--- config.mk ---
export PLATFORM = sky130hd
export DESIGN_NAME = mempool_tile_resp_demux
export DESIGN_NICKNAME = d
export VERILOG_FILES = /design/src/rtl/mempool_tile_resp_demux_pkg.sv /design/src/rtl/fifo_v3.sv /design/src/rtl/mempool_tile_resp_demux_rr.sv /design/src/rtl/mempool_tile_resp_demux.sv
export SDC_FILE = /design/constraint.sdc
export NUM_CORES = 1
export LEC_CHECK = 0
export ABC_CLOCK_PERIOD_IN_PS = 8610
export CORE_UTILIZATION = 45
export CTS_BUF_LIST = sky130_fd_sc_hd__clkbuf_16
export CTS_CLUSTER_DIAMETER = 100
export CTS_CLUSTER_SIZE = 12
export DETAILED_ROUTE_END_ITERATION = 7
export PLACE_DENSITY = 0.71
export SYNTH_ARGS = -nofsm -noshare
export SYNTH_HDL_FRONTEND = slang
export SYNTH_HIERARCHICAL = 1
export SYNTH_SLANG_ARGS = --single-unit
--- constraint.sdc ---
create_clock -name clk_i -period 8.61 [get_ports clk_i]
set_input_delay 2.1525 -clock clk_i [delete_from_list [all_inputs] [get_ports clk_i]]
set_output_delay 2.1525 -clock clk_i [all_outputs]
set_load 0.1 [all_outputs]
--- src/rtl/mempool_tile_resp_demux_pkg.sv ---
// Shared definitions for the tile response demultiplexer.
// Latency: n/a (types, constants and elaboration-time helpers only).
// Backpressure: n/a.
package mempool_tile_resp_demux_pkg;

   // Per-output arbiter state: free to pick, or holding a granted input until handshake.
   typedef enum logic {
      RR_IDLE   = 1'b0,
      RR_LOCKED = 1'b1
   } rr_state_e;

   // Width of the per-output conflict-stall counters.
   localparam int unsigned StallCntW = 32;

   // Index width for a set of num_idx items; never narrower than one bit.
   function automatic int unsigned idx_width(input int unsigned num_idx);
      return (num_idx > 32'd1) ? unsigned'($clog2(num_idx)) : 32'd1;
   endfunction

endpackage

--- src/rtl/fifo_v3.sv ---
// Generic synchronous FIFO, DEPTH entries of DATA_WIDTH bits, head shown on data_o.
// Latency: a push is visible at the head on the cycle after it is written.
// Backpressure: full_o is registered state; pushes while full and pops while empty are ignored.
module fifo_v3 #(
   parameter int unsigned DATA_WIDTH = 32,
   parameter int unsigned DEPTH      = 2,
   localparam int unsigned AddrW     = (DEPTH > 1) ? $clog2(DEPTH) : 1,
   localparam int unsigned CntW      = $clog2(DEPTH + 1)
) (
   input  logic                  clk_i,
   input  logic                  rst_ni,
   input  logic                  flush_i,
   output logic                  full_o,
   output logic                  empty_o,
   input  logic [DATA_WIDTH-1:0] data_i,
   input  logic                  push_i,
   output logic [DATA_WIDTH-1:0] data_o,
   input  logic                  pop_i
);

   logic [DATA_WIDTH-1:0] r_mem [DEPTH];
   logic [AddrW-1:0]      r_rd_ptr;
   logic [AddrW-1:0]      r_wr_ptr;
   logic [CntW-1:0]       r_cnt;
   logic                  w_push;
   logic                  w_pop;

   function automatic logic [AddrW-1:0] ptr_inc(input logic [AddrW-1:0] ptr);
      return (ptr == AddrW'(DEPTH - 1)) ? '0 : ptr + AddrW'(1);
   endfunction

   assign full_o  = (r_cnt == CntW'(DEPTH));
   assign empty_o = (r_cnt == '0);
   assign w_push  = push_i & ~full_o;
   assign w_pop   = pop_i & ~empty_o;
   assign data_o  = r_mem[r_rd_ptr];

   always_ff @(posedge clk_i) begin
      if (!rst_ni || flush_i) begin
         r_rd_ptr <= '0;
         r_wr_ptr <= '0;
         r_cnt    <= '0;
      end else begin
         if (w_push) r_wr_ptr <= ptr_inc(r_wr_ptr);
         if (w_pop)  r_rd_ptr <= ptr_inc(r_rd_ptr);
         case ({w_push, w_pop})
            2'b10:   r_cnt <= r_cnt + CntW'(1);
            2'b01:   r_cnt <= r_cnt - CntW'(1);
            default: r_cnt <= r_cnt;
         endcase
      end
   end

   // Storage carries no reset; validity is tracked by the pointers and count.
   always_ff @(posedge clk_i) begin
      if (w_push) r_mem[r_wr_ptr] <= data_i;
   end

endmodule

--- src/rtl/mempool_tile_resp_demux_rr.sv ---
// Locking round-robin arbiter for one output port over all input FIFO heads.
// Latency: grant is combinational from req_i (IDLE) or from the latched index (LOCKED).
// Backpressure: a grant refused by ready_i is locked and held until the handshake completes.
// Ports: clk_i/rst_ni (sync, active low); req_i per-input head request; ready_i output ready;
//        gnt_idx_o granted input; valid_o output valid; pop_o handshake; locked_o lock state.
module mempool_tile_resp_demux_rr
   import mempool_tile_resp_demux_pkg::*;
#(
   parameter int unsigned NumInp = 16,
   localparam int unsigned IdxW  = idx_width(NumInp)
) (
   input  logic              clk_i,
   input  logic              rst_ni,
   input  logic [NumInp-1:0] req_i,
   input  logic              ready_i,
   output logic [IdxW-1:0]   gnt_idx_o,
   output logic              valid_o,
   output logic              pop_o,
   output logic              locked_o
);

   rr_state_e        r_state;
   logic [IdxW-1:0]  r_rr_ptr;
   logic [IdxW-1:0]  r_lock_idx;
   logic [IdxW-1:0]  w_pick_idx;
   logic [IdxW-1:0]  w_cand;
   logic [IdxW-1:0]  w_ptr_nxt;
   logic             w_pick_vld;

   // First requester at or after the RR pointer, wrapping past NumInp-1 back to 0.
   always_comb begin
      w_pick_vld = 1'b0;
      w_pick_idx = '0;
      w_cand     = '0;
      for (int unsigned k = 0; k < NumInp; k++) begin
         w_cand = IdxW'((32'(r_rr_ptr) + k) % NumInp);
         if (!w_pick_vld && req_i[w_cand]) begin
            w_pick_vld = 1'b1;
            w_pick_idx = w_cand;
         end
      end
   end

   assign locked_o  = (r_state == RR_LOCKED);
   assign gnt_idx_o = locked_o ? r_lock_idx : w_pick_idx;
   // A locked input cannot lose its head: only this output pops it and its dest is in range.
   assign valid_o   = locked_o | w_pick_vld;
   assign pop_o     = valid_o & ready_i;
   assign w_ptr_nxt = IdxW'((32'(gnt_idx_o) + 32'd1) % NumInp);

   always_ff @(posedge clk_i) begin
      if (!rst_ni) begin
         r_state    <= RR_IDLE;
         r_rr_ptr   <= '0;
         r_lock_idx <= '0;
      end else begin
         case (r_state)
            RR_IDLE: begin
               if (w_pick_vld) begin
                  if (ready_i) begin
                     r_rr_ptr <= w_ptr_nxt;
                  end else begin
                     r_lock_idx <= w_pick_idx;
                     r_state    <= RR_LOCKED;
                  end
               end
            end
            RR_LOCKED: begin
               if (ready_i) begin
                  r_rr_ptr <= w_ptr_nxt;
                  r_state  <= RR_IDLE;
               end
            end
            default: r_state <= RR_IDLE;
         endcase
      end
   end

endmodule

--- src/rtl/mempool_tile_resp_demux.sv ---
// Routes NumInp buffered response streams to NumOut core ports by a per-entry destination index.
// Latency: 1 cycle minimum from input push to output valid; 1 beat/cycle/input without conflicts.
// Backpressure: ready_o is the registered not-full flag of each input FIFO; outputs lock until taken.
// Ports: clk_i/rst_ni sync active-low reset; data_i/dest_i/valid_i/ready_o per-input stream;
//        data_o/valid_o/ready_i per-output stream; drop_o pulses when an out-of-range head is discarded;
//        stall_cnt_o per-output conflict-stall counters, live only with MEMPOOL_TILE_RESP_DEMUX_STATS_EN.
module mempool_tile_resp_demux
   import mempool_tile_resp_demux_pkg::*;
#(
   parameter int unsigned  NumInp    = 16,
   parameter int unsigned  NumOut    = 4,
   parameter int unsigned  BufDepth  = 2,
   parameter type          payload_t = logic,
   localparam int unsigned DestW     = idx_width(NumOut)
) (
   input  logic                              clk_i,
   input  logic                              rst_ni,
   input  payload_t [NumInp-1:0]             data_i,
   input  logic [NumInp-1:0][DestW-1:0]      dest_i,
   input  logic [NumInp-1:0]                 valid_i,
   output logic [NumInp-1:0]                 ready_o,
   output payload_t [NumOut-1:0]             data_o,
   output logic [NumOut-1:0]                 valid_o,
   input  logic [NumOut-1:0]                 ready_i,
   output logic [NumInp-1:0]                 drop_o,
   output logic [NumOut-1:0][StallCntW-1:0]  stall_cnt_o
);

   localparam int unsigned  PayW = $bits(payload_t);
   localparam int unsigned  EntW = PayW + DestW;
   localparam int unsigned  IdxW = idx_width(NumInp);
   // NumOut widened by one bit so the range check also works when NumOut is a power of two.
   localparam logic [DestW:0] NumOutExt = (DestW + 1)'(NumOut);

   logic [NumInp-1:0]                w_full;
   logic [NumInp-1:0]                w_empty;
   logic [NumInp-1:0]                w_push;
   logic [NumInp-1:0]                w_pop;
   logic [NumInp-1:0]                w_drop;
   logic [NumInp-1:0][EntW-1:0]      w_wdata;
   logic [NumInp-1:0][EntW-1:0]      w_rdata;
   payload_t [NumInp-1:0]            w_head_dat;
   logic [NumInp-1:0][DestW-1:0]     w_head_dest;
   logic [NumOut-1:0][NumInp-1:0]    w_req;
   logic [NumOut-1:0][IdxW-1:0]      w_gnt_idx;
   logic [NumOut-1:0]                w_rr_vld;
   logic [NumOut-1:0]                w_rr_pop;
   logic [NumOut-1:0]                w_rr_locked;
   logic                             w_unused_locked;

   // Input buffering: destination and payload travel together through one FIFO.
   for (genvar i = 0; i < NumInp; i++) begin : g_inp
      assign w_wdata[i]     = {dest_i[i], data_i[i]};
      assign w_push[i]      = valid_i[i] & ~w_full[i];
      assign w_head_dest[i] = w_rdata[i][EntW-1 -: DestW];
      assign w_head_dat[i]  = w_rdata[i][PayW-1:0];
      assign w_drop[i]      = ~w_empty[i] & ({1'b0, w_head_dest[i]} >= NumOutExt);

      fifo_v3 #(
         .DATA_WIDTH (EntW),
         .DEPTH      (BufDepth)
      ) u_fifo (
         .clk_i   (clk_i),
         .rst_ni  (rst_ni),
         .flush_i (1'b0),
         .full_o  (w_full[i]),
         .empty_o (w_empty[i]),
         .data_i  (w_wdata[i]),
         .push_i  (w_push[i]),
         .data_o  (w_rdata[i]),
         .pop_i   (w_pop[i])
      );
   end

   assign ready_o = ~w_full;
   assign drop_o  = w_drop;

   always_comb begin
      w_req = '0;
      for (int j = 0; j < NumOut; j++) begin
         for (int i = 0; i < NumInp; i++) begin
            w_req[j][i] = ~w_empty[i] & (w_head_dest[i] == DestW'(j));
         end
      end
   end

   // Each head targets a single output, so at most one source pops a given FIFO per cycle.
   always_comb begin
      w_pop = w_drop;
      for (int j = 0; j < NumOut; j++) begin
         if (w_rr_pop[j]) w_pop[w_gnt_idx[j]] = 1'b1;
      end
   end

   for (genvar j = 0; j < NumOut; j++) begin : g_out
      mempool_tile_resp_demux_rr #(
         .NumInp (NumInp)
      ) u_rr (
         .clk_i     (clk_i),
         .rst_ni    (rst_ni),
         .req_i     (w_req[j]),
         .ready_i   (ready_i[j]),
         .gnt_idx_o (w_gnt_idx[j]),
         .valid_o   (w_rr_vld[j]),
         .pop_o     (w_rr_pop[j]),
         .locked_o  (w_rr_locked[j])
      );

      assign valid_o[j] = w_rr_vld[j];
      assign data_o[j]  = w_head_dat[w_gnt_idx[j]];
   end

   // Lock state is exported by the arbiter for observation only.
   assign w_unused_locked = ^w_rr_locked;

`ifdef MEMPOOL_TILE_RESP_DEMUX_STATS_EN
   for (genvar j = 0; j < NumOut; j++) begin : g_stats
      logic                 w_stall;
      logic [StallCntW-1:0] r_stall_cnt;

      // Stall: several heads compete for this output, or the presented beat is refused.
      assign w_stall = ((w_req[j] & (w_req[j] - NumInp'(1))) != '0) | (w_rr_vld[j] & ~ready_i[j]);

      always_ff @(posedge clk_i) begin
         if (!rst_ni) begin
            r_stall_cnt <= '0;
         end else if (w_stall && (r_stall_cnt != '1)) begin
            r_stall_cnt <= r_stall_cnt + StallCntW'(1);
         end
      end

      assign stall_cnt_o[j] = r_stall_cnt;
   end
`else
   assign stall_cnt_o = '0;
`endif

endmodule

==> impl_results.md, run 1 <==
- Final Hold Violating Endpoints: 0
- Clk root buf: clkbuf_16
- I/O Buffers: 93
- GPL Wtd Cong: just over 1
- FP Rows: 82
- PwrDens: a little under 300 nW/µm²
- EDFF count, synth: 96
- Clk sinks: 212
- Critical path class: flop to primary output
- Fin. max-slew vios: 0
- Die W: ~230 µm
- Area contributors post-synth: mux4_2 13%, edfxtp_1 13%, dfxtp_1 10%, mux2i_1 6.3%, buf_4 5.3%
- Starting Density: 45.70%
- Detailed Place HPWL: around 57 mm
- Post-Route WL: ~73 mm
- DR vias: about 20000
- Drt pass-1 iters: 8
- R2R setup slack: 1.82 ns
- Critical path data arrival time: ~6.2 ns
- Total grt overflow: 0
- Post-CTS setup buffers: 0
- Status: finished clean
- CP Capture Point: data_o[3]
- Htree depth: 1
- Compound-gate portion of the synthesized area: 15.21%
- Largest family of logic cells by synthesized area: multiplexers
- Register area share after synthesis: 22.70%
- TritonCTS Buffers: 24
- Worst-Skew Late Latency: about 0.55 ns
- TritonCTS clock tree: done
- Vias in the first global route: 19146
- Met3 usage: 5.962%
- Clock buffer depth: 3
- Grt met1 use: between 30% and 40%
- Cell leakage power: 0.009639 µW
- Hold Slack: around 0.5 ns
- First-pass GRT wire length: 112.5 mm
- Adder-Cell Fraction of Synth Area: 2.620%
- Register bit total from synthesis: 212
- Syn avg cell area: around 9.6 µm²
- Avg Vias per Cell: about 6.4
- Post-route cell area: 25040 µm²
- DRC: 0
- Max-cap violations: 0
- Clk_skew: 0.01485 ns
- Filler instances: 4588
- Final setup viols: 0
- GR Layer Usage met2: 43.07%
- Clock-pin slew on the worst setup and hold paths: 0.06 ns
- Fmax: 120.2 MHz
- Actual slew at the worst max-slew pin: 1.357 ns
- Post-synth cell types: 95
- Total GRT Usage: 27.22%
- Yosys top cell by area: mux4_2
- WL/cell: 22.90 µm
- Post-Place Cells: 3150
- Critical Path Start Type: flop
- Crit. Startpoint: g_out[3].u_rr/r_rr_ptr[0]
- IO Count: between 200 and 250
- Crit. End Element: primary output
- Worst R2R Start: g_out[3].u_rr/r_rr_ptr[0]
- Layout cells sized above 1: 18.00%
- Critical Path RT: 6.46 ns
- Peak supply drop: 0.0009975 V
- XOR/XNOR share of the synthesized area: 3.929%
- Peak fanout along the critical path: 18
- DR iter-0 viols: approximately 2400
- R2R depth: 20
- Setup tns final: 0 ns
- Hold Path Class: flop to flop
- Post-route insts no fill: 3195
- Synth Area in Simple Gates: a little under a fifth
- Die footprint: 51850 µm²
- Tcrit/Tclk final: 96.60%
- Top FF cell, synth: dfxtp_1
- Share of the synthesized area in the top cell type: between 10% and 20%
- Yosys warns: 6
- Synthesized instance count: 2390
- Mapped Area: 22930 µm²
- Area added between synthesis and finish: 9.234%
- Rel. slew slack: 9.318%
- Largest net degree at the start of global routing: 42
- Worst reg2reg endpoint: g_inp[2].u_fifo/r_cnt[1]
- Initial antenna violation count: 0
- Nets@finish: 2622
- Gr busiest metal: met2
- Core ar.: between 50000 and 60000 µm²
- Mux cell area share after synthesis: 27.27%
- Fin crit period: 8.317 ns
- Antenna viol nets, final: 0
- Die height: 227.7 µm
- Unrepaired setup endpoints after global routing: no
- Post-synth ARST share: 0%
- DP Area: 24220 µm²
[worst min path at each step]
stage	startpoint	end	slack [ns]	cells after the start
after CTS	g_inp[11].u_fifo/r_wr_ptr	g_inp[11].u_fifo/r_wr_ptr	0.49	2
after floorplan	g_inp[0].u_fifo/r_wr_ptr	g_inp[0].u_fifo/r_wr_ptr	0.46	2
final	g_inp[11].u_fifo/r_wr_ptr	g_inp[11].u_fifo/r_wr_ptr	0.49	2
after detailed placement	g_inp[3].u_fifo/r_wr_ptr	g_inp[3].u_fifo/r_wr_ptr	0.48	2
after global placement	g_inp[3].u_fifo/r_wr_ptr	g_inp[3].u_fifo/r_wr_ptr	0.47	2
after global routing	g_inp[15].u_fifo/r_wr_ptr	g_inp[15].u_fifo/r_wr_ptr	0.51	2
[metrics by stage]
step	utilization [%]	setup slack [ns]	power, µW
floorplan	-	0.2102	5064
global placement	48.26	0.6148	6198
detailed placement	48.28	0.6599	6213
CTS	49.85	0.07058	7268
global route	49.91	0.03247	7699
finish	49.92	0.2930	7337
[worst max-delay path, cell delays in order (launching register included)]
cell      delay (ns)
dfxtp_1         0.30
buf_4           0.16
inv_1           0.07
ha_1            0.83
mux4_2          0.64
a211oi_2        0.33
a211oi_2        0.07
or3_1           0.46
o41a_1          0.47
o211ai_1        0.12
or3b_1          0.37
o21a_1          0.25
inv_1           0.36
mux4_1          0.61
mux2i_1         0.17
mux2i_1         0.18
buf_12          0.21
[where the power goes]
part | internal (µW) | switching, µW | total, µW
clock | 600 | 430 | 1030
sequential | 1150 | 88.6 | 1240
combinational | 1770 | 3300 | 5060
total | 3520 | 3820 | 7340
[layout make-up]
cell class	count	area, µm²	area share, %
Multi-Input combinational cell	1958	16150	64.50
Clock inverter	20	186.4	0.7444
Sequential cell	212	5206	20.79
Timing Repair Buffer	171	1539	6.145
Clock buffer	24	600.6	2.398
Antenna cell	1	2.502	0.009992
Inverter	137	514.2	2.053
Tap cell	672	840.8	3.357
[cells in the final DEF (no fill, tap or decap), types with 21 or more instances in the layout]
master           count
conb_1             160
nand2_1            148
mux2i_1            143
nor2_1             140
mux4_2             136
inv_1              129
dfxtp_1            115
mux2_2              97
a21oi_1             97
edfxtp_1            96
o21ai_0             86
clkdlybuf4s50_1     84
buf_4               81
nand3_1             68
xnor2_1             57
nor3_1              48
ha_1                47
or3_1               43
and3_1              39
nor3b_1             39
nand2b_1            35
nor2b_1             35
xor2_1              30
o221ai_1            26
mux4_1              24
clkbuf_16           24
o22ai_1             23
and4_1              23
and3b_1             21
o211ai_1            21
[registers in the layout (all words and copies together) (netlist names), named ones only]
register	flops
g_inp.u_fifo/r_mem	96
g_inp.u_fifo/r_wr_ptr	16
g_out.u_rr/r_lock_idx	16
g_inp.u_fifo/r_cnt	32
g_out.u_rr/r_rr_ptr	16
g_inp.u_fifo/r_rd_ptr	16
g_out.u_rr/locked_o	4
[cells in the mapped netlist (20+ instances only)]
cell	n
inv_1	117
a22oi_1	20
buf_4	162
clkbuf_1	30
or3_1	43
and3_1	39
mux2_2	97
nand2_1	148
buf_2	29
o221ai_1	26
o21ai_0	86
and4_1	23
o211ai_1	21
dfxtp_1	116
nor3b_1	40
mux4_2	136
o22ai_1	23
nor2_1	140
ha_1	48
edfxtp_1	96
and3b_1	21
mux4_1	24
a21oi_1	97
nor3_1	51
nand3_1	68
nor2b_1	35
mux2i_1	144
xor2_1	30
xnor2_1	58
nand2b_1	35
[cells by family (layout without fill, tap and decap cells)]
logic type,count (synthesis),count (layout)
compound gates,492,492
mux,403,403
flops,212,212
xor+xnor,96,96
other cells,1,161
buf+inv,379,352
simple gates,759,759
fa+ha+maj,48,48
[layer usage]
metal	routed length (µm)	vias to the layer above
met2	32970	1243
met3	7897	189
met5	0	-
met4	2601	0
li1	-	9135
met1	29710	9819
[repair_timing]
item	CTS	global route
gates resized for setup	0	6
hold buffers	0	0
setup endpoints to repair	0	3
Note: power is estimated with default switching activity, not from simulation.
==> run 2, diff against run 1 <==
- ABC_CLOCK_PERIOD_IN_PS: 8610 -> default
- CORE_ASPECT_RATIO: default -> 0.7
==> run 2 against run 1 <==
The run now ends with negative setup slack left. Setup slack worse by 0.34 ns. Sequential power hardly changed. Final area down 0.32%. Clock skew is 0.012 ns higher. Maximum frequency down 3.9%. Register-to-register slack got worse by 0.18 ns. First-iteration DRC count rose by 11%. Power hardly changed. Count of clock-buffer cells in the layout fell by 1. Clock power shrank 9%.
==> impl_results.md, run 2 (same netlist as run 1, synthesis figures left out) <==
- Status: finished with violations
- Failing checks: negative setup slack
- Critical Path Start Type: flop
- Actual slew at the worst max-slew pin: between 1 and 1.5 ns
- Critical Path RT: 6.46 ns
- DR vias: 20930
- Largest Register: g_inp.u_fifo/r_mem
- Die height: 190.8 µm
- Die footprint: 51870 µm²
- Core ar.: ~50000 µm²
- PwrDens: 294.0 nW/µm²
- Hold Path Class: flop to flop
- Post-route insts no fill: 3183
- Clk root buf: clkbuf_16
- Post-Place Cells: approximately 3100
- Unrepaired setup endpoints after global routing: no
- Rel. slew slack: 4.006%
- Hold Crit Start: g_inp[15].u_fifo/r_wr_ptr
- Worst-Skew Late Latency: 0.57 ns
- Vias in the first global route: 19030
- Fin. max-slew vios: 0
- DRC: 0
- Dpl ws: slightly above 0.7 ns
- Largest net degree at the start of global routing: 42
- Cell leakage power: 0.009580 µW
- Tcrit/Tclk final: 100.5%
- Layout cells sized above 1: 18.17%
- Max-cap violations: 0
- TritonCTS clock tree: done
- Hold path depth: 2
- Commonest non-fill, non-tap cells in the layout: 160 x conb_1, 148 x nand2_1, 144 x mux2i_1, 140 x nor2_1, 136 x mux4_2
- I/O Buffers: 93
- Fmax: about 120 MHz
- Critical path data arrival time: approximately 6.5 ns
- Clock-pin slew on the worst setup and hold paths: 0.06 ns
- Critical path class: flop to primary output
- Final setup viols: 1
- TritonCTS Buffers: 23
- First-pass GRT wire length: between 100 and 150 mm
- Die W: approximately 270 µm
- Antenna viol nets, final: 0
- Max FFs per register: 96
- Starting Density: between 40% and 50%
- Min setup slack post-route: -0.04724 ns
- Peak supply drop: 0.0005678 V
- Setup tns final: -0.04724 ns
- Biggest regs: g_inp.u_fifo/r_mem (96), g_inp.u_fifo/r_cnt (32)
- Post-Route WL: around 77 mm
- Clk sinks: between 200 and 250
- WL/cell: 24.17 µm
- GPL Wtd Cong: around 1.0
- Most common cell after layout, fill and taps aside: conb_1
- Fin crit period: between 8 and 9 ns
- R2R depth: 17
- Initial antenna violation count: 3
- Worst-case hold path end point: g_inp[15].u_fifo/r_wr_ptr
- Avg Vias per Cell: 6.576
- Detailed Place HPWL: 60.03 mm
- Htree depth: 1
- Peak fanout along the critical path: 13
- Area added between synthesis and finish: 8.885%
- IO Count: roughly 240
- Filler instances: 4531
- Clk_skew: ~0.027 ns
- DR iter-0 viols: 2663
- Clock buffer depth: 3
- Drt pass-1 iters: 8
- Worst reg2reg endpoint: g_inp[1].u_fifo/r_cnt[1]
- Nets@finish: 2617
- Total GRT Usage: 28.87%
- FP Rows: 68
- R2R setup slack: 1.64 ns
- Post-CTS setup buffers: 0
- Crit. End Element: primary output
- Final Hold Violating Endpoints: 0
- Total grt overflow: 0
[run 2: cell types whose count changed in the layout (fill, tap and decap cells not counted), moves of 2 or more]
cell | before | now
diode_2 | 1 | 3
bufinv_16 | 3 | 0
nor3_1 | 48 | 45
buf_4 | 81 | 77
nor3b_2 | 1 | 11
nor3_2 | 6 | 9
nor3b_1 | 39 | 29
[run 2: layer usage]
layer  vias to the layer above  part of all wire (%)  global-route usage (%)
met1                     10207                    44                   43.05
li1                       9119                     -                       -
met3                       171                    14                   9.443
met4                         2                   2.5                   6.482
met5                         -                 0.017                       0
met2                      1431                    40                   39.74
[run 2: area by class of cell]
class	count	area, µm²	area share [%]
multi-input cells	1958	16210	64.94
inverters	137	514.2	2.060
clock inverters	18	103.9	0.4160
diodes	3	7.507	0.03007
well taps	665	832.0	3.333
flip-flops and latches	212	5206	20.86
repair buffers	167	1511	6.055
clock buffers	23	575.6	2.306
[run 2: repair_timing]
item / CTS / global route
endpoints found under the setup margin: 0 / 4
hold buffers: 0 / 0
gates resized for setup: 0 / 15
[run 2: stage by stage]
step	hold WS (ns)	util [%]	power (µW)	cell area, µm²
after floorplan	0.4583	-	5064	23520
after global placement	0.4678	48.59	6258	24180
after detailed placement	0.4750	48.59	6273	24180
after CTS	0.4901	49.95	7224	24860
after global routing	0.5085	50.14	7674	24960
final	0.4926	50.15	7338	24960
[run 2: worst max path at each step]
stage	slack [ns]	from	depth (start not counted)	end
3_5_place_dp	0.71	flop	16	data_o[1]
2_1_floorplan	0.21	g_out[1].u_rr/r_rr_ptr[1]	20	data_o[1]
3_3_place_gp	0.80	flop	16	data_o[1]
6_report	-0.05	flop	15	data_o[0]
5_1_grt	0.0009	flop	15	data_o[0]
4_1_cts	0.09	flop	16	data_o[1]
[run 2: report_power, final]
group	total [µW]	leakage [µW]	switching [µW]	internal (µW)
clock	935	0.000379	444	491
sequential	1240	0.00184	83.6	1150
combinational	5170	0.00736	3390	1780
total	7340	0.00958	3910	3430
[run 2: critical path, stage by stage (launching register included)]
cell	delay [ns]
dfxtp_1	0.38
mux2_2	0.42
nor3_1	1.14
mux4_2	0.52
mux2i_1	0.16
mux2i_1	0.62
o21bai_1	0.25
a2bb2oi_1	0.19
o211a_1	0.16
o22ai_1	0.11
o31ai_1	0.58
inv_1	0.38
mux4_2	0.31
mux2i_1	0.07
mux2i_1	0.40
buf_12	0.24
